===== src/rtl/riscv_core_mem_arbiter.sv =====
// Round-robin line-transfer arbiter between the I-cache and D-cache.
// It serialises one BEATS-beat burst at a time onto a single memory port.
module riscv_core_mem_arbiter #(
    parameter int BEATS  = 4,
    parameter int DATA_W = 64,
    parameter int ADDR_W = 64
) (
    input  logic                       i_mem_arbiter_clk,
    input  logic                       i_mem_arbiter_rst_n,
    input  logic                       i_mem_arbiter_icache_req,
    input  logic [ADDR_W-1:0]          i_mem_arbiter_icache_addr,
    input  logic                       i_mem_arbiter_dcache_req,
    input  logic                       i_mem_arbiter_dcache_we,
    input  logic [ADDR_W-1:0]          i_mem_arbiter_dcache_addr,
    input  logic [DATA_W-1:0]          i_mem_arbiter_dcache_wdata,
    input  logic                       i_mem_arbiter_mem_ack,
    input  logic [DATA_W-1:0]          i_mem_arbiter_mem_rdata,
    output logic                       o_mem_arbiter_mem_req,
    output logic                       o_mem_arbiter_mem_we,
    output logic [ADDR_W-1:0]          o_mem_arbiter_mem_addr,
    output logic [DATA_W-1:0]          o_mem_arbiter_mem_wdata,
    output logic [DATA_W-1:0]          o_mem_arbiter_rdata,
    output logic                       o_mem_arbiter_icache_rvalid,
    output logic                       o_mem_arbiter_dcache_rvalid,
    output logic                       o_mem_arbiter_dcache_wnext,
    output logic                       o_mem_arbiter_icache_done,
    output logic                       o_mem_arbiter_dcache_done,
    output logic [$clog2(BEATS)-1:0]   o_mem_arbiter_beat,
    output logic                       o_mem_arbiter_icache_stall,
    output logic                       o_mem_arbiter_dcache_stall
);

    localparam int BW    = $clog2(BEATS);
    localparam int BYTES = DATA_W / 8;
    localparam int OFF_W = $clog2(BEATS * BYTES);
    localparam logic [ADDR_W-1:0] LINE_MASK =
        ~((ADDR_W'(1) << OFF_W) - ADDR_W'(1));

    typedef enum logic [1:0] {IDLE, BUSY_I, BUSY_D, DONE} state_t;

    state_t            state_q, state_d;
    logic [BW-1:0]     beat_q, beat_d;
    logic [ADDR_W-1:0] base_q, base_d;
    logic              we_q, we_d;
    logic              last_d_q, last_d_d;
    logic              busy_i, busy_d, busy, fin;

    always_ff @(posedge i_mem_arbiter_clk or negedge i_mem_arbiter_rst_n) begin
        if (!i_mem_arbiter_rst_n) begin
            state_q  <= IDLE;
            beat_q   <= '0;
            base_q   <= '0;
            we_q     <= 1'b0;
            last_d_q <= 1'b0;
        end else begin
            state_q  <= state_d;
            beat_q   <= beat_d;
            base_q   <= base_d;
            we_q     <= we_d;
            last_d_q <= last_d_d;
        end
    end

    always_comb begin
        state_d  = state_q;
        beat_d   = beat_q;
        base_d   = base_q;
        we_d     = we_q;
        last_d_d = last_d_q;
        unique case (state_q)
            IDLE: begin
                // D wins a tie unless it owned the previous transfer.
                if (i_mem_arbiter_dcache_req &&
                    !(i_mem_arbiter_icache_req && last_d_q)) begin
                    state_d  = BUSY_D;
                    base_d   = i_mem_arbiter_dcache_addr & LINE_MASK;
                    we_d     = i_mem_arbiter_dcache_we;
                    last_d_d = 1'b1;
                    beat_d   = '0;
                end else if (i_mem_arbiter_icache_req) begin
                    state_d  = BUSY_I;
                    base_d   = i_mem_arbiter_icache_addr & LINE_MASK;
                    we_d     = 1'b0;
                    last_d_d = 1'b0;
                    beat_d   = '0;
                end
            end
            BUSY_I, BUSY_D: begin
                if (i_mem_arbiter_mem_ack) begin
                    if (fin) state_d = DONE;
                    else     beat_d  = beat_q + BW'(1);
                end
            end
            DONE:    state_d = IDLE;
            default: state_d = IDLE;
        endcase
    end

    assign busy_i = (state_q == BUSY_I);
    assign busy_d = (state_q == BUSY_D);
    assign busy   = busy_i | busy_d;
    assign fin    = busy & i_mem_arbiter_mem_ack &
                    (beat_q == BW'(BEATS - 1));

    assign o_mem_arbiter_mem_req   = busy;
    assign o_mem_arbiter_mem_we    = busy & we_q;
    assign o_mem_arbiter_mem_addr  = busy ?
        base_q + ADDR_W'(beat_q) * ADDR_W'(BYTES) : '0;
    assign o_mem_arbiter_mem_wdata = busy ? i_mem_arbiter_dcache_wdata : '0;
    assign o_mem_arbiter_rdata     = busy ? i_mem_arbiter_mem_rdata : '0;
    assign o_mem_arbiter_beat      = beat_q;

    assign o_mem_arbiter_icache_rvalid = busy_i & i_mem_arbiter_mem_ack & ~we_q;
    assign o_mem_arbiter_dcache_rvalid = busy_d & i_mem_arbiter_mem_ack & ~we_q;
    assign o_mem_arbiter_dcache_wnext  = busy_d & i_mem_arbiter_mem_ack & we_q;
    assign o_mem_arbiter_icache_done   = busy_i & fin;
    assign o_mem_arbiter_dcache_done   = busy_d & fin;

    assign o_mem_arbiter_icache_stall =
        i_mem_arbiter_icache_req & ~o_mem_arbiter_icache_done;
    assign o_mem_arbiter_dcache_stall =
        i_mem_arbiter_dcache_req & ~o_mem_arbiter_dcache_done;

endmodule


===== config.mk =====
export PLATFORM = sky130hd
export DESIGN_NAME = riscv_core_mem_arbiter
export DESIGN_NICKNAME = d
export VERILOG_FILES = /design/src/rtl/riscv_core_mem_arbiter.sv
export SDC_FILE = /design/constraint.sdc
export NUM_CORES = 1
export LEC_CHECK = 0
export CORE_AREA = 8 8 173 175
export DETAILED_ROUTE_END_ITERATION = 8
export DIE_AREA = 0 0 181 183
export MAX_ROUTING_LAYER = met4
export PLACE_DENSITY = 0.61
export SLEW_MARGIN = 20
export SYNTH_ARGS = -nofsm -noshare
export SYNTH_HDL_FRONTEND = slang
export SYNTH_SLANG_ARGS = --single-unit
export TNS_END_PERCENT = 100

===== constraint.sdc =====
create_clock -name i_mem_arbiter_clk -period 3.7 [get_ports i_mem_arbiter_clk]
set_clock_uncertainty 0.1 [all_clocks]
set_input_delay 0.37 -clock i_mem_arbiter_clk [delete_from_list [all_inputs] [get_ports i_mem_arbiter_clk]]
set_output_delay 0.37 -clock i_mem_arbiter_clk [all_outputs]
set_load 0.02 [all_outputs]

==> flow_metrics.env, run 1 <==
export IMPL_status="complete, no violations"
export IMPL_place_ws_ps=1032
export IMPL_synth_common_cells="190 x and2_1, 120 x a21oi_1, 65 x dfrtp_1, 65 x nand2_1, 65 x nor2_1"
export IMPL_p_int_mw=5.167
export IMPL_clock_path_buffers=2
export IMPL_synthCells=591
export IMPL_finalSetupViolCount=0
export IMPL_required_ps=3230
export IMPL_routed_wl_microns=25510
export IMPL_grt_pass1_wl_microns=37240
export IMPL_max_freq_mhz=336.6
export IMPL_cp_num_buf_inv=3
export IMPL_grt_max_degree=91
export IMPL_fin_crit_sh_pct=80.30
export IMPL_seq_power_share_pct=12.9
export IMPL_area_growth_pct=112.6
export IMPL_p_comb_share_pct=78.4
export IMPL_overflow=0
export IMPL_yosysTopAreaCell="dfrtp_1"
export IMPL_synth_area_sq_um=4489
export IMPL_critPathSlowestCell="clkdlybuf4s50_1"
export IMPL_worstSetupEndpointType="output pin"
export IMPL_path_max_fanout=90
export IMPL_synthArstFlopShare_pct=100.0
export IMPL_synth_edff_count=0
export IMPL_clkSinkCount=65
export IMPL_synth_most_common_cell="and2_1"
export IMPL_multi_input_area_sq_um=2567
export IMPL_tightest_slew_ps=917.7
export IMPL_clkPwrFrac_pct=8.7
export IMPL_ys_ff_latch=65
export IMPL_die_h_microns=183
export IMPL_synth_flop_cell="dfrtp_1"
export IMPL_cp_top_family="buffers and inverters"
export IMPL_cpPeakStageDelay_ps=630
export IMPL_die_w_microns=181
export IMPL_nFillCells=2861
export IMPL_instances_no_fill=1360
export IMPL_p_leak_nw=3.760
export IMPL_first_pass_iters=4
export IMPL_power_density_nw_per_um2=1017
export IMPL_root_buffer="clkbuf_16"
export IMPL_grt_usage_pct=15.06
export IMPL_yosysUniqueCellTypes=31
export IMPL_drc_errors=0
export IMPL_synth_mux_area_share_pct=0.6968
export IMPL_switchingPower_mw=4.536
export IMPL_stdcell_area_sq_um=9543
export IMPL_crit_type="reg2out"
export IMPL_maxSlewHeadroom_pct=38.82
export IMPL_rsz0062_at_grt="false"
export IMPL_vias=5580
export IMPL_report_power_total_mw=9.702
export IMPL_drt_wirelength_per_cell_microns=18.76
export IMPL_cts_tree="built"
export IMPL_setup_tns_ps=0
export IMPL_synth_top_family_by_area="simple AND/OR/NAND/NOR gates"
export IMPL_insertion_delay_ps=330
export IMPL_ant_nets=0
export IMPL_synth_warnings=0
export IMPL_postCtsSetupBuffers=0
export IMPL_drv_cap=0
export IMPL_syn_avg_cell_area_sq_um=7.596
export IMPL_fin_crit_ps=2971
export IMPL_start_util_pct=16.43
export IMPL_cts_resized=0
export IMPL_fp_coreArea_sq_um=27320
export IMPL_gp_congestion=0.7873
export IMPL_power_switching_share_pct=46.75
export IMPL_startpoint_type="flop"
export IMPL_antenna_found_initial=3
export IMPL_drt_iter0_markers=181
export IMPL_crit_chain="inv_1 > ha_4 > buf_12 > and2_1 > clkdlybuf4s50_1"
export IMPL_register_area_sq_um=1627
export IMPL_finish_utilization_pct=34.93
export IMPL_synth_compound_area_share_pct=15.50
export IMPL_synthAdderAreaFrac_pct=1.115
export IMPL_layout_drive_gt1_share_pct=3.254
export IMPL_slew_violations=0
export IMPL_placed_area_sq_um=9260
export IMPL_yosys_area_share_simple_pct=39.19
export IMPL_hold_path_class="in2async"
export IMPL_port_buffers=451
export IMPL_synthTopCellsByArea="dfrtp_1 36%, and2_1 26%, a21oi_1 13%, nand2_1 5.4%, nor2_1 5.4%"
export IMPL_cts_hold_buf=0
export IMPL_dp_cells=1345
export IMPL_die_area_sq_um=33120
export IMPL_fin_ws_ps=729.0
export IMPL_crit_arrival_ps=2500
export IMPL_grt_pass1_vias=5879
export IMPL_ios=465
export IMPL_r2r_setup_slack_ps=1600
export IMPL_seq_area_frac_synth_pct=36.23
export IMPL_hold_viol=0
export IMPL_antenna_cells=0
export IMPL_post_dp_hpwl_microns=20100
export IMPL_hold_ws_ps=62.82
export IMPL_routed_via_density=4.103
export IMPL_vdd_drop_max_uv=470.4
export IMPL_cts_max_level=3
export IMPL_cts_buffers=9
export IMPL_cts_clk_slew_worst_paths_ps=60
export IMPL_rows=61
export IMPL_nets=1276
export IMPL_yosys_area_share_xor_xnor_pct=0
export IMPL_synth_top_area_share_pct=36.23
-- power by group through the flow --
stage                     Sequential (mW)  Clock, mW  Combinational, mW
after floorplan                      1.22          0               3.98
after global placement               1.26          0               7.74
after detailed placement             1.27          0               7.74
after CTS                            1.26      0.890               7.78
after global routing                 1.30      0.917               8.17
final                                1.25      0.845               7.60
-- worst register-to-register path, stage by stage, from the launching register on --
cell	delay [ps]
dfrtp_1	390
inv_1	120
ha_4	240
o21a_2	650
buf_12	300
nor2_1	80
a21oi_1	140
-- cells in the final DEF, fill, tap and decap left out, types with 2 or more instances in the layout --
cell type / n
dfrtp_1: 65
clkbuf_8: 3
inv_1: 3
nor2_1: 65
clkbuf_16: 9
clkdlybuf4s50_1: 450
conb_1: 3
ha_1: 3
and2_1: 190
nor2b_1: 3
a21oi_1: 120
mux2i_1: 2
buf_12: 4
buf_4: 5
nand2b_1: 3
a21oi_2: 2
nand2_1: 65
-- flip-flops by register name, summed over array words and instances, names as in the netlist --
register,cells
base_q,59
last_d_q,1
o_mem_arbiter_beat,2
state_q,2
we_q,1
-- cells by family (layout without fill, tap and decap cells) --
logic type,count (synthesis),count (layout)
adders and majority gates,4,4
and+or+nand+nor,332,332
DFF,65,65
buffers and inverters,56,477
muxes,3,3
AOI/OAI and AO/OA,130,130
other,1,3
-- routing by layer --
layer	share of wire (%)	global-route usage [%]	vias to the layer above
li1	-	-	2712
met1	38	15.50	2555
met2	52	27.69	292
met3	8.2	4.907	21
met4	1.4	3.313	0
met5	0	-	-
-- area by class of cell --
cell class                 count  area share, %
multi-input combinational    472          26.90
clock buffer                  13          2.832
timing repair buffer         459          48.43
clock inverter                 2         0.1311
tap                          346          4.537
inverter                       3         0.1180
sequential                    65          17.04
-- worst paths after layout --
| check | endpoint | startpoint | depth (start not counted) |
|---|---|---|---|
| min in group i_mem_arbiter_clk | base_q[15] | base_q[15] | 2 |
| min | base_q[34] | i_mem_arbiter_rst_n | 1 |
| min reg2reg | base_q[15] | base_q[15] | 2 |
| max | o_mem_arbiter_mem_addr[17] | state_q[0] | 5 |
| max in group asynchronous | state_q[0] | i_mem_arbiter_rst_n | 1 |
| max reg2reg | base_q[56] | state_q[0] | 6 |
(Power assumes the default switching activity.)
==> run 2, diff against run 1 <==
--- a/config.mk
+++ b/config.mk
@@ -9,7 +9,7 @@
 export DETAILED_ROUTE_END_ITERATION = 8
 export DIE_AREA = 0 0 181 183
 export MAX_ROUTING_LAYER = met4
-export PLACE_DENSITY = 0.61
+export PLACE_DENSITY = 0.63
 export SLEW_MARGIN = 20
 export SYNTH_ARGS = -nofsm -noshare
 export SYNTH_HDL_FRONTEND = slang
==> constraint.sdc (replaced) <==
create_clock -name i_mem_arbiter_clk -period 2.7 [get_ports i_mem_arbiter_clk]
set_clock_uncertainty 0.1 [all_clocks]
set_input_delay 0.27 -clock i_mem_arbiter_clk [delete_from_list [all_inputs] [get_ports i_mem_arbiter_clk]]
set_output_delay 0.27 -clock i_mem_arbiter_clk [all_outputs]
set_load 0.02 [all_outputs]
==> run 2 against run 1 <==
  * The run now ends with negative hold slack left
  * Clock power is 41% higher
  * Power is 40% higher
  * Via count is 0.97% higher
  * Sequential share of layout area is 0.60 points lower
  * Non-clock buffer count is 14 higher
  * Hold slack worse by 90 ps
  * Routed wire length is 0.29% higher
  * Global-route usage is 0.099 points lower
  * Sequential cell count stayed put
  * First-iteration DRC count is 2.8% lower
  * Critical path type unchanged
  * Largest power group unchanged
==> flow_metrics.env, run 2 (same netlist as run 1, synthesis figures left out) <==
export IMPL_fin_crit_ps=2600
export IMPL_cts_max_level=3
export IMPL_area_growth_pct=120.3
export IMPL_overflow=0
export IMPL_multi_input_area_sq_um=2567
export IMPL_insertion_delay_ps=330
export IMPL_finalSetupViolCount=0
export IMPL_layout_commonest_cell="clkdlybuf4s50_1"
export IMPL_status="finished with violations"
export IMPL_finish_utilization_pct=36.19
export IMPL_drt_wirelength_per_cell_microns=18.60
export IMPL_power_density_nw_per_um2=1375
export IMPL_die_h_microns=183
export IMPL_max_freq_mhz=384.6
export IMPL_drt_iter0_markers=176
export IMPL_slew_violations=0
export IMPL_maxSlewHeadroom_pct=38.28
export IMPL_cts_hold_buf=0
export IMPL_worstSetupEndpointType="output pin"
export IMPL_root_buffer="clkbuf_16"
export IMPL_stdcell_area_sq_um=9889
export IMPL_ant_nets=0
export IMPL_startpoint_type="flop"
export IMPL_r2r_setup_slack_ps=900
export IMPL_crit_type="reg2out"
export IMPL_register_area_sq_um=1627
export IMPL_hold_path_class="in2async"
export IMPL_largest_register_ffs=59
export IMPL_cts_tree="built"
export IMPL_hold_ws_ps=-27.41
export IMPL_gp_congestion=0.8387
export IMPL_grt_max_degree=66
export IMPL_cts_clk_slew_worst_paths_ps=60
export IMPL_ff2ff_path_depth=6
export IMPL_grt_usage_pct=14.96
export IMPL_layout_drive_gt1_share_pct=4.762
export IMPL_r2r_start="state_q[0]"
export IMPL_fin_crit_sh_pct=96.29
export IMPL_violations="negative hold slack"
export IMPL_setup_tns_ps=0
export IMPL_first_pass_iters=4
export IMPL_die_w_microns=181
export IMPL_mostFrequentLayoutCells="377 x clkdlybuf4s50_1, 190 x and2_1, 120 x a21oi_1, 69 x dlymetal6s2s_1"
export IMPL_clkSinkCount=65
export IMPL_routed_via_density=4.094
export IMPL_start_util_pct=16.43
export IMPL_clock_path_buffers=2
export IMPL_port_buffers=451
export IMPL_cts_buffers=9
export IMPL_r2r_end="base_q[46]"
export IMPL_required_ps=2330
export IMPL_grt_pass1_wl_microns=37200
export IMPL_placed_area_sq_um=9333
export IMPL_crit_arrival_ps=2230
export IMPL_vdd_drop_max_uv=668.9
export IMPL_nFillCells=2812
export IMPL_nets=1290
export IMPL_drc_errors=0
export IMPL_path_max_fanout=31
export IMPL_grt_pass1_vias=6016
export IMPL_ios=465
export IMPL_hold_viol=16
export IMPL_rows=61
export IMPL_antenna_found_initial=1
export IMPL_regMostFlops="base_q"
export IMPL_die_area_sq_um=33120
export IMPL_routed_wl_microns=25590
export IMPL_p_leak_nw=4.797
export IMPL_post_dp_hpwl_microns=19710
export IMPL_tightest_slew_ps=925.8
export IMPL_vias=5634
export IMPL_fp_coreArea_sq_um=27320
export IMPL_drv_cap=0
==> run 2: cell types whose count changed in the layout (fill, tap and decap cells not counted), moves of 2 or more <==
cell,before,now
buf_4,5,16
buf_16,0,2
clkdlybuf4s50_1,450,377
clkbuf_8,3,0
dlymetal6s2s_1,0,69
dlygate4sd2_1,0,2
==> run 2: critical path: stages (launching register included) <==
cell and delay (ps):
dfrtp_1 380, inv_1 100, ha_4 340, buf_4 150, clkbuf_16 190, and2_1 130, clkdlybuf4s50_1 610
==> run 2: stage by stage <==
stage               std cells  worst slack [ps]  power (mW)  hold slack, ps
floorplan                 593             719.6       7.133          -125.6
global route             1376            -13.29       14.54           39.27
global placement         1352             339.2       12.36           371.9
finish                   1376             100.2       13.60          -27.41
CTS                      1369             2.954       13.71          0.9988
detailed placement       1352             319.3       12.38           377.2
==> run 2: what timing repair did <==
action | in CTS | in global routing
buffers inserted | 1 | 5
gates cloned | 0 | 1
pin swaps | 1 | 1
gates resized for setup | 2 | 71
endpoints found under the setup margin | 122 | 131
==> run 2: how the worst max path moves through the flow <==
| stage | start | to | depth (start not counted) |
|---|---|---|---|
| 3_5_place_dp | state_q[0] | o_mem_arbiter_mem_addr[21] | 5 |
| 4_1_cts | state_q[0] | o_mem_arbiter_mem_addr[21] | 5 |
| 3_3_place_gp | state_q[0] | o_mem_arbiter_mem_wdata[50] | 5 |
| 5_1_grt | state_q[0] | o_mem_arbiter_rdata[20] | 6 |
| 6_report | state_q[0] | o_mem_arbiter_rdata[16] | 6 |
| 2_1_floorplan | state_q[0] | o_mem_arbiter_mem_wdata[56] | 6 |
==> run 2: area by class of cell <==
cell class | instances | area share, %
multi-input cells | 472 | 25.96
clock inverters | 5 | 0.5693
repair buffers | 473 | 50.15
well taps | 346 | 4.378
inverters | 3 | 0.1139
flip-flops and latches | 65 | 16.45
diodes | 1 | 0.02530
clock buffers | 11 | 2.353
==> run 2: report_power, final <==
part | switching [mW] | total [mW] | leakage, nW | internal (mW)
logic | 5.57 | 10.7 | 3.93 | 5.10
registers | 0.261 | 1.73 | 0.727 | 1.47
clock network | 0.479 | 1.19 | 0.139 | 0.715
==> run 2: metal layers <==
metal  track usage (%)  part of all wire (%)
met5                 -                     0
met4             3.083                  0.92
met3             4.788                   7.4
met2             26.76                    51
met1             16.11                    41
